[src/rtl/dma_burst_ctrl.sv]
// dma_burst_ctrl: cycle-stealing DMA that moves a block of words from an
// external device into memory in fixed-size bursts.
//
// Ports:
//   CLK, reset_n           clock (rising edge), async active-low reset
//   cmd_valid/cmd_ready    command handshake; a command is taken only in IDLE
//   cmd_addr, cmd_len      memory start address and word count
//   BR / BG                bus request out / bus grant in
//   READ, WRITE            device read / memory write strobes (granted bursts only)
//   addr, offset, wmask    burst base address, device burst index, word-valid mask
//   edata -> data          device burst data, passed straight through to memory
//   busy, interrupt        not-idle flag, one-cycle completion pulse
module dma_burst_ctrl #(
  parameter int WORD_SIZE   = 16,
  parameter int BURST_WORDS = 4,
  parameter int MEM_LAT     = 1,
  parameter int OFF_W       = 2,
  parameter int STEAL       = 1
) (
  input  logic                             CLK,
  input  logic                             reset_n,
  input  logic                             cmd_valid,
  output logic                             cmd_ready,
  input  logic [WORD_SIZE-1:0]             cmd_addr,
  input  logic [WORD_SIZE-1:0]             cmd_len,
  input  logic                             BG,
  output logic                             BR,
  output logic                             READ,
  output logic                             WRITE,
  output logic [WORD_SIZE-1:0]             addr,
  output logic [BURST_WORDS*WORD_SIZE-1:0] data,
  output logic [BURST_WORDS-1:0]           wmask,
  output logic [OFF_W-1:0]                 offset,
  input  logic [BURST_WORDS*WORD_SIZE-1:0] edata,
  output logic                             busy,
  output logic                             interrupt
);

  localparam int                   LAT_W    = (MEM_LAT > 1) ? $clog2(MEM_LAT) : 1;
  localparam logic [LAT_W-1:0]     LAT_LAST = LAT_W'(MEM_LAT - 1);
  localparam logic [WORD_SIZE-1:0] BW       = WORD_SIZE'(BURST_WORDS);

  typedef enum logic [2:0] {S_IDLE, S_REQ, S_XFER, S_REL, S_DONE} state_e;

  state_e               state_q, state_d;
  logic [WORD_SIZE-1:0] cur_addr_q, cur_addr_d;
  logic [WORD_SIZE-1:0] remaining_q, remaining_d;
  logic [OFF_W-1:0]     offset_q, offset_d;
  logic [LAT_W-1:0]     lat_q, lat_d;
  logic                 br_q, br_d;
  logic                 irq_q, irq_d;
  logic [WORD_SIZE-1:0] step;

  // Words retired by the current burst: a full burst, or whatever is left.
  assign step = (remaining_q >= BW) ? BW : remaining_q;

  always_comb begin
    state_d     = state_q;
    cur_addr_d  = cur_addr_q;
    remaining_d = remaining_q;
    offset_d    = offset_q;
    lat_d       = lat_q;
    unique case (state_q)
      S_IDLE: if (cmd_valid) begin
        cur_addr_d  = cmd_addr;
        remaining_d = cmd_len;
        offset_d    = '0;
        state_d     = (cmd_len == '0) ? S_DONE : S_REQ;
      end
      S_REQ: if (BG) begin
        state_d = S_XFER;
        lat_d   = '0;
      end
      S_XFER: begin
        if (!BG) begin
          // Preempted: forget partial latency so the burst reruns in full.
          lat_d = '0;
        end else if (lat_q == LAT_LAST) begin
          cur_addr_d  = cur_addr_q + BW;
          remaining_d = remaining_q - step;
          offset_d    = offset_q + 1'b1;
          lat_d       = '0;
          if (remaining_q == step) state_d = S_DONE;
          else if (STEAL != 0)     state_d = S_REL;
        end else begin
          lat_d = lat_q + 1'b1;
        end
      end
      S_REL:   state_d = S_REQ;
      S_DONE:  state_d = S_IDLE;
      default: state_d = S_IDLE;
    endcase
    br_d  = (state_d == S_REQ) || (state_d == S_XFER);
    irq_d = (state_d == S_DONE);
  end

  always_ff @(posedge CLK or negedge reset_n) begin
    if (!reset_n) begin
      state_q     <= S_IDLE;
      cur_addr_q  <= '0;
      remaining_q <= '0;
      offset_q    <= '0;
      lat_q       <= '0;
      br_q        <= 1'b0;
      irq_q       <= 1'b0;
    end else begin
      state_q     <= state_d;
      cur_addr_q  <= cur_addr_d;
      remaining_q <= remaining_d;
      offset_q    <= offset_d;
      lat_q       <= lat_d;
      br_q        <= br_d;
      irq_q       <= irq_d;
    end
  end

  // Strobes are gated by BG directly so they never outlive the grant,
  // even for the cycle in which the arbiter takes the bus back.
  assign WRITE     = (state_q == S_XFER) && BG;
  assign READ      = WRITE;
  assign BR        = br_q;
  assign interrupt = irq_q;
  assign busy      = (state_q != S_IDLE);
  assign cmd_ready = (state_q == S_IDLE);
  assign addr      = cur_addr_q;
  assign offset    = offset_q;
  assign data      = edata;

  always_comb begin
    wmask = '0;
    for (int i = 0; i < BURST_WORDS; i++)
      wmask[i] = (state_q == S_XFER) && (remaining_q > WORD_SIZE'(i));
  end

endmodule
[config.mk]
export PLATFORM = sky130hd
export DESIGN_NAME = dma_burst_ctrl
export DESIGN_NICKNAME = d
export VERILOG_FILES = /design/src/rtl/dma_burst_ctrl.sv
export SDC_FILE = /design/constraint.sdc
export NUM_CORES = 1
export LEC_CHECK = 0
export BUFFER_PORTS_ARGS = -buffer_cell sky130_fd_sc_hd__buf_2
export CAP_MARGIN = 10
export CORE_MARGIN = 3
export CORE_UTILIZATION = 43
export DETAILED_ROUTE_END_ITERATION = 8
export HOLD_SLACK_MARGIN = 0.1
export PLACE_DENSITY = 0.82
export SLEW_MARGIN = 10
export SYNTH_ARGS = -nofsm -noshare
export SYNTH_HDL_FRONTEND = slang
export SYNTH_SLANG_ARGS = --single-unit
export TNS_END_PERCENT = 10
[constraint.sdc]
create_clock -name CLK -period 3.3 [get_ports CLK]
set_clock_uncertainty 0.2 [all_clocks]
set_input_delay 0 -clock CLK [delete_from_list [all_inputs] [get_ports CLK]]
set_output_delay 0 -clock CLK [all_outputs]
set_load 0.02 [all_outputs]
==> out/qor.yml, run 1 <==
cts:
  cts_max_path_buffers: 2
  cts_hold_buf: 101
  clk_root_buffer_cell: "clkbuf_8"
  cts_max_level: 2
  cts-resized-gates: 0
  cts_buffers: 5
  postCtsSetupBuffers: 0
  cts_sinks: 39
synthesis:
  synth_nets: 465
  synth_top_area_cell: "dfrtp_1"
  seq_area_frac_synth: 0.337
  synthTopCellsByArea: "dfrtp_1 34%, buf_4 17%, a21oi_1 6.0%"
  synth_top_area_frac: 0.337
  synth_enable_flop_cells: 0
  syn-cell-area_sq_um: 2900
  syn_area_per_cell_sq_um: 7.98
  yosys_warnings: 0
  netlist-cell-type-count: 50
  async_reset_ff_frac: 1.00
  ys_ff_latch: 39
  synth-main-ff-cell: "dfrtp_1"
  syn_inst: 363
floorplan:
  dieHeight_um: 88.1
  fp.dieW_um: 88.1
  initial_core_util: 0.451
  rows: 29
  io_pins: 192
place:
  hpwl_mm: 5.08
  place_area_sq_um: 2810
  gp_congestion: 0.930
  port_buffers: 63
outcome:
  status: "aborted with a tool error"
  firstError: "[ERROR RSZ-0060] Max buffer count reached."
  haltStage: "clock tree synthesis (4_1_cts)"
[Yosys cell counts (2+ instances only)]
| cell type | instances |
|---|---|
| nand2_1 | 41 |
| nor3_1 | 10 |
| or3_1 | 4 |
| dfrtp_1 | 39 |
| buf_4 | 65 |
| a21o_1 | 2 |
| a31oi_1 | 3 |
| o21a_1 | 2 |
| nor4_1 | 8 |
| nand4_1 | 5 |
| nor2_1 | 27 |
| mux2i_1 | 3 |
| and4_1 | 2 |
| nor3_2 | 2 |
| nand3_1 | 18 |
| o311ai_0 | 2 |
| a311oi_1 | 3 |
| a2bb2oi_1 | 5 |
| a41oi_1 | 2 |
| ha_1 | 2 |
| o32ai_1 | 2 |
| buf_2 | 4 |
| clkbuf_1 | 15 |
| inv_1 | 5 |
| a21boi_0 | 2 |
| o21ai_0 | 21 |
| nor3b_1 | 3 |
| and3_1 | 3 |
| o22ai_1 | 8 |
| a21oi_1 | 35 |
[cell families after synthesis]
logic type	Yosys count	synth area share
simple gates	129	0.223
compound gates	98	0.215
buf+inv	90	0.203
flops	39	0.337
mux	3	0.0104
fa+ha+maj	2	0.00863
other cells	1	0.00129
xor+xnor	1	0.00302
[metrics by stage]
stage                     instances  hold slack (ns)  worst slack (ns)   util
after global placement          425           -0.200             0.564  0.437
after detailed placement        425           -0.200             0.417  0.437
after floorplan                 363           -0.496             0.682      -
==> inputs of run 2 (changes only) <==
- CORE_UTILIZATION: 43 -> 40
- HOLD_SLACK_MARGIN: 0.1 -> not set
- PLACE_DENSITY: 0.82 -> not set
- PLACE_DENSITY_LB_ADDON: not set -> 0.15
==> out/qor.yml, run 2 <==
cts:
  insertion_delay_ns: 0.30
  clk_root_buffer_cell: "clkbuf_8"
  cts_buffers: 5  # unchanged
  path_clk_slew_ns: 0.08
  postCtsSetupBuffers: 0  # unchanged
  cts_tree: "built"
  cts_max_path_buffers: 2  # unchanged
  cts_sinks: 39  # unchanged
  cts_max_level: 2  # unchanged
route:
  routed_wl_mm: 8.97
  drc: 0
  route.detailed.wl_per_inst_um: 16.2
  first_pass_iters: 4
  num_vias: 2996
  wl_met2_mm: 4.64
  antenna_left: 0
  vias_per_cell: 5.43
  wl_met3_um: 669
  drtIter0Drc: 217
  top_layer_used: "met4"
  met1_length_mm: 3.59
sta:
  hold-worst-slack_ns: 0.185
  period_minus_slack_ns: 2.84
  timing.final.ws_setup_ns: 0.460
  hold_viol_final: 0
  timing.fmax_mhz: 352
  rsz0062_at_grt: "false"
  tns_ns: 0
  fin_crit_sh: 0.861
  slew_violations: 0
  max_slew_margin: 0.336
  tightest_slew_ns: 0.993
  setup_viol: 0
power:
  vdd_drop_max_v: 0.000226
  p_seq_frac: 0.353
  sw_frac_of_total: 0.483
  internal_power_mw: 1.48
  clkPwrFrac: 0.127
  power_frac_comb: 0.520
  power_density_nw_per_um2: 730
  p_leak_nw: 1.64
  switchingPower_mw: 1.39
  power_mw: 2.87
floorplan:
  fp.dieW_um: 91.1  # +3.4%
  dieHeight_um: 91.1  # +3.4%
  rows: 30  # +3.4%
  io_pins: 192  # unchanged
  core_area_sq_um: 6910
  die-area_sq_um: 8300
  initial_core_util: 0.420  # -0.0316
synthesis:
  synth-main-ff-cell: "dfrtp_1"
  yosys_warnings: 0  # unchanged
  synth_common_cells: "65 x buf_4, 41 x nand2_1, 39 x dfrtp_1"
  syn-cell-area_sq_um: 2900  # unchanged
  synth_top_area_cell: "dfrtp_1"
  syn_inst: 363  # unchanged
  async_reset_ff_frac: 1.00  # unchanged
  seq_area_frac_synth: 0.337  # unchanged
  synth_top_area_frac: 0.337  # unchanged
  ys_ff_latch: 39  # unchanged
  netlist-cell-type-count: 50  # unchanged
  synth_nets: 465  # unchanged
  synthTopCellsByArea: "dfrtp_1 34%, buf_4 17%, a21oi_1 6.0%"
  synth_enable_flop_cells: 0  # unchanged
  syn_area_per_cell_sq_um: 7.98  # unchanged
  synth.most_common_cell: "buf_4"
critical_path:
  critPathRequiredTime_ns: 3.28
  crit_buf_inv: 1
  critPathMostFrequentCell: "nand2_1"
  crit_path_cell_trace: "nor4_2 -> buf_4 -> and4_1 -> nand2_1 -> nand2_1 -> ha_1 -> nor3b_1 -> nand4_1 -> nand3_1 -> or3_1 -> o311ai_0"
  start_kind: "flop"
  crit_path_top_delay_cell: "dfrtp_1"
  crit_type: "reg -> reg"
  cp_top_family: "simple AND/OR/NAND/NOR gates"
  end_kind: "flop"
  arrival_ns: 2.82
  critPathMaxStageDelay_ns: 0.42
  crit_fanout: 7
place:
  place_ws_ns: 0.480  # +0.0621 ns
  hpwl_mm: 5.58  # +9.8%
  gp_congestion: 0.870  # -6.5%
  port_buffers: 63  # unchanged
final_layout:
  final_common_cell: "dlygate4sd3_1"
  num_antenna_cells: 0
  nets: 557
  drive_above_1_share: 0.191
  final_cell_mix: "100 x dlygate4sd3_1, 63 x buf_2, 41 x nand2_1, 39 x dfrtp_1, 35 x a21oi_1"
  syn_to_final_growth_pct: 35.6
global_route:
  grt_max_degree: 51
  grt_first_pass_wirelength_mm: 14.6
  grt_pass1_vias: 2806
  grt_usage: 0.213
  antenna_found_initial: 0
  grt.overflow.total: 0
outcome:
  status: "finished clean"
hold_path:
  hp-class: "in -> async"
flow_run:
  max_cap_violations: 0
## run 2: cell counts after synthesis
Identical to the previous run, type by type.
## run 2: stage by stage
stage	instance area [sq um]	instances	util
after CTS	3930	552	0.569
after global placement	2830	444	0.410
after global routing	3930	552	0.569
after detailed placement	2830	444	0.410
after floorplan	2900	363	-
final	3930	552	0.569
## run 2: cell type report
| cell class | count | area (sq um) |
|---|---|---|
| clock buffers | 8 | 100 |
| fillers | 651 | 2980 |
| inverters | 5 | 18.8 |
| multi-input cells | 234 | 1350 |
| flip-flops and latches | 39 | 976 |
| well taps | 96 | 120 |
| repair buffers | 170 | 1370 |
## run 2: repair_timing
action	in CTS	in global routing
gates resized for setup	0	0
hold buffers	100	0
hold endpoints to repair	140	0
## run 2: power groups by stage
stage,registers [mW],logic (mW),clock network (mW)
finish,1.01,1.49,0.363
global route,1.06,1.65,0.395
CTS,1.01,1.50,0.374
detailed placement,1.02,1.34,0
global placement,1.01,1.33,0
floorplan,1.03,0.996,0
## run 2: layer usage
layer / up-vias / track usage
met3: 4 / 0.0331
met5: - / 0
met2: 166 / 0.378
li1: 1429 / -
met4: 0 / 0.0465
met1: 1397 / 0.273
## run 2: final timing paths
path	to	cells after the start	slack (ns)	from
max in group asynchronous	remaining_q[9]	2	2.13	reset_n
min in group CLK	addr[0]	4	0.24	cmd_addr[0]
hold / removal	addr[13]	2	0.19	reset_n
setup / recovery	remaining_q[10]	11	0.46	remaining_q[12]
hold reg to reg	addr[0]	2	0.27	addr[0]
setup reg to reg	remaining_q[10]	11	0.46	remaining_q[12]
## run 2: logic make-up after synthesis
| family | Yosys count | synth area share |
|---|---|---|
| AND/OR/NAND/NOR | 129 | 0.223 |
| XOR/XNOR | 1 | 0.00302 |
| multiplexers | 3 | 0.0104 |
| other | 1 | 0.00129 |
| AO/OA/AOI/OAI | 98 | 0.215 |
| adder cells (fa/ha/maj) | 2 | 0.00863 |
| flip-flops | 39 | 0.337 |
| buffers and inverters | 90 | 0.203 |
## run 2: worst reg2reg max path, cell delays in order (launching register included)
cell and delay [ns]:
dfrtp_1 0.42, nor4_2 0.07, buf_4 0.16, and4_1 0.23, nand2_1 0.13, nand2_1 0.07
ha_1 0.27, nor3b_1 0.17, nand4_1 0.11, nand3_1 0.19, or3_1 0.41, o311ai_0 0.29
Power figures use the tool's default switching activity.
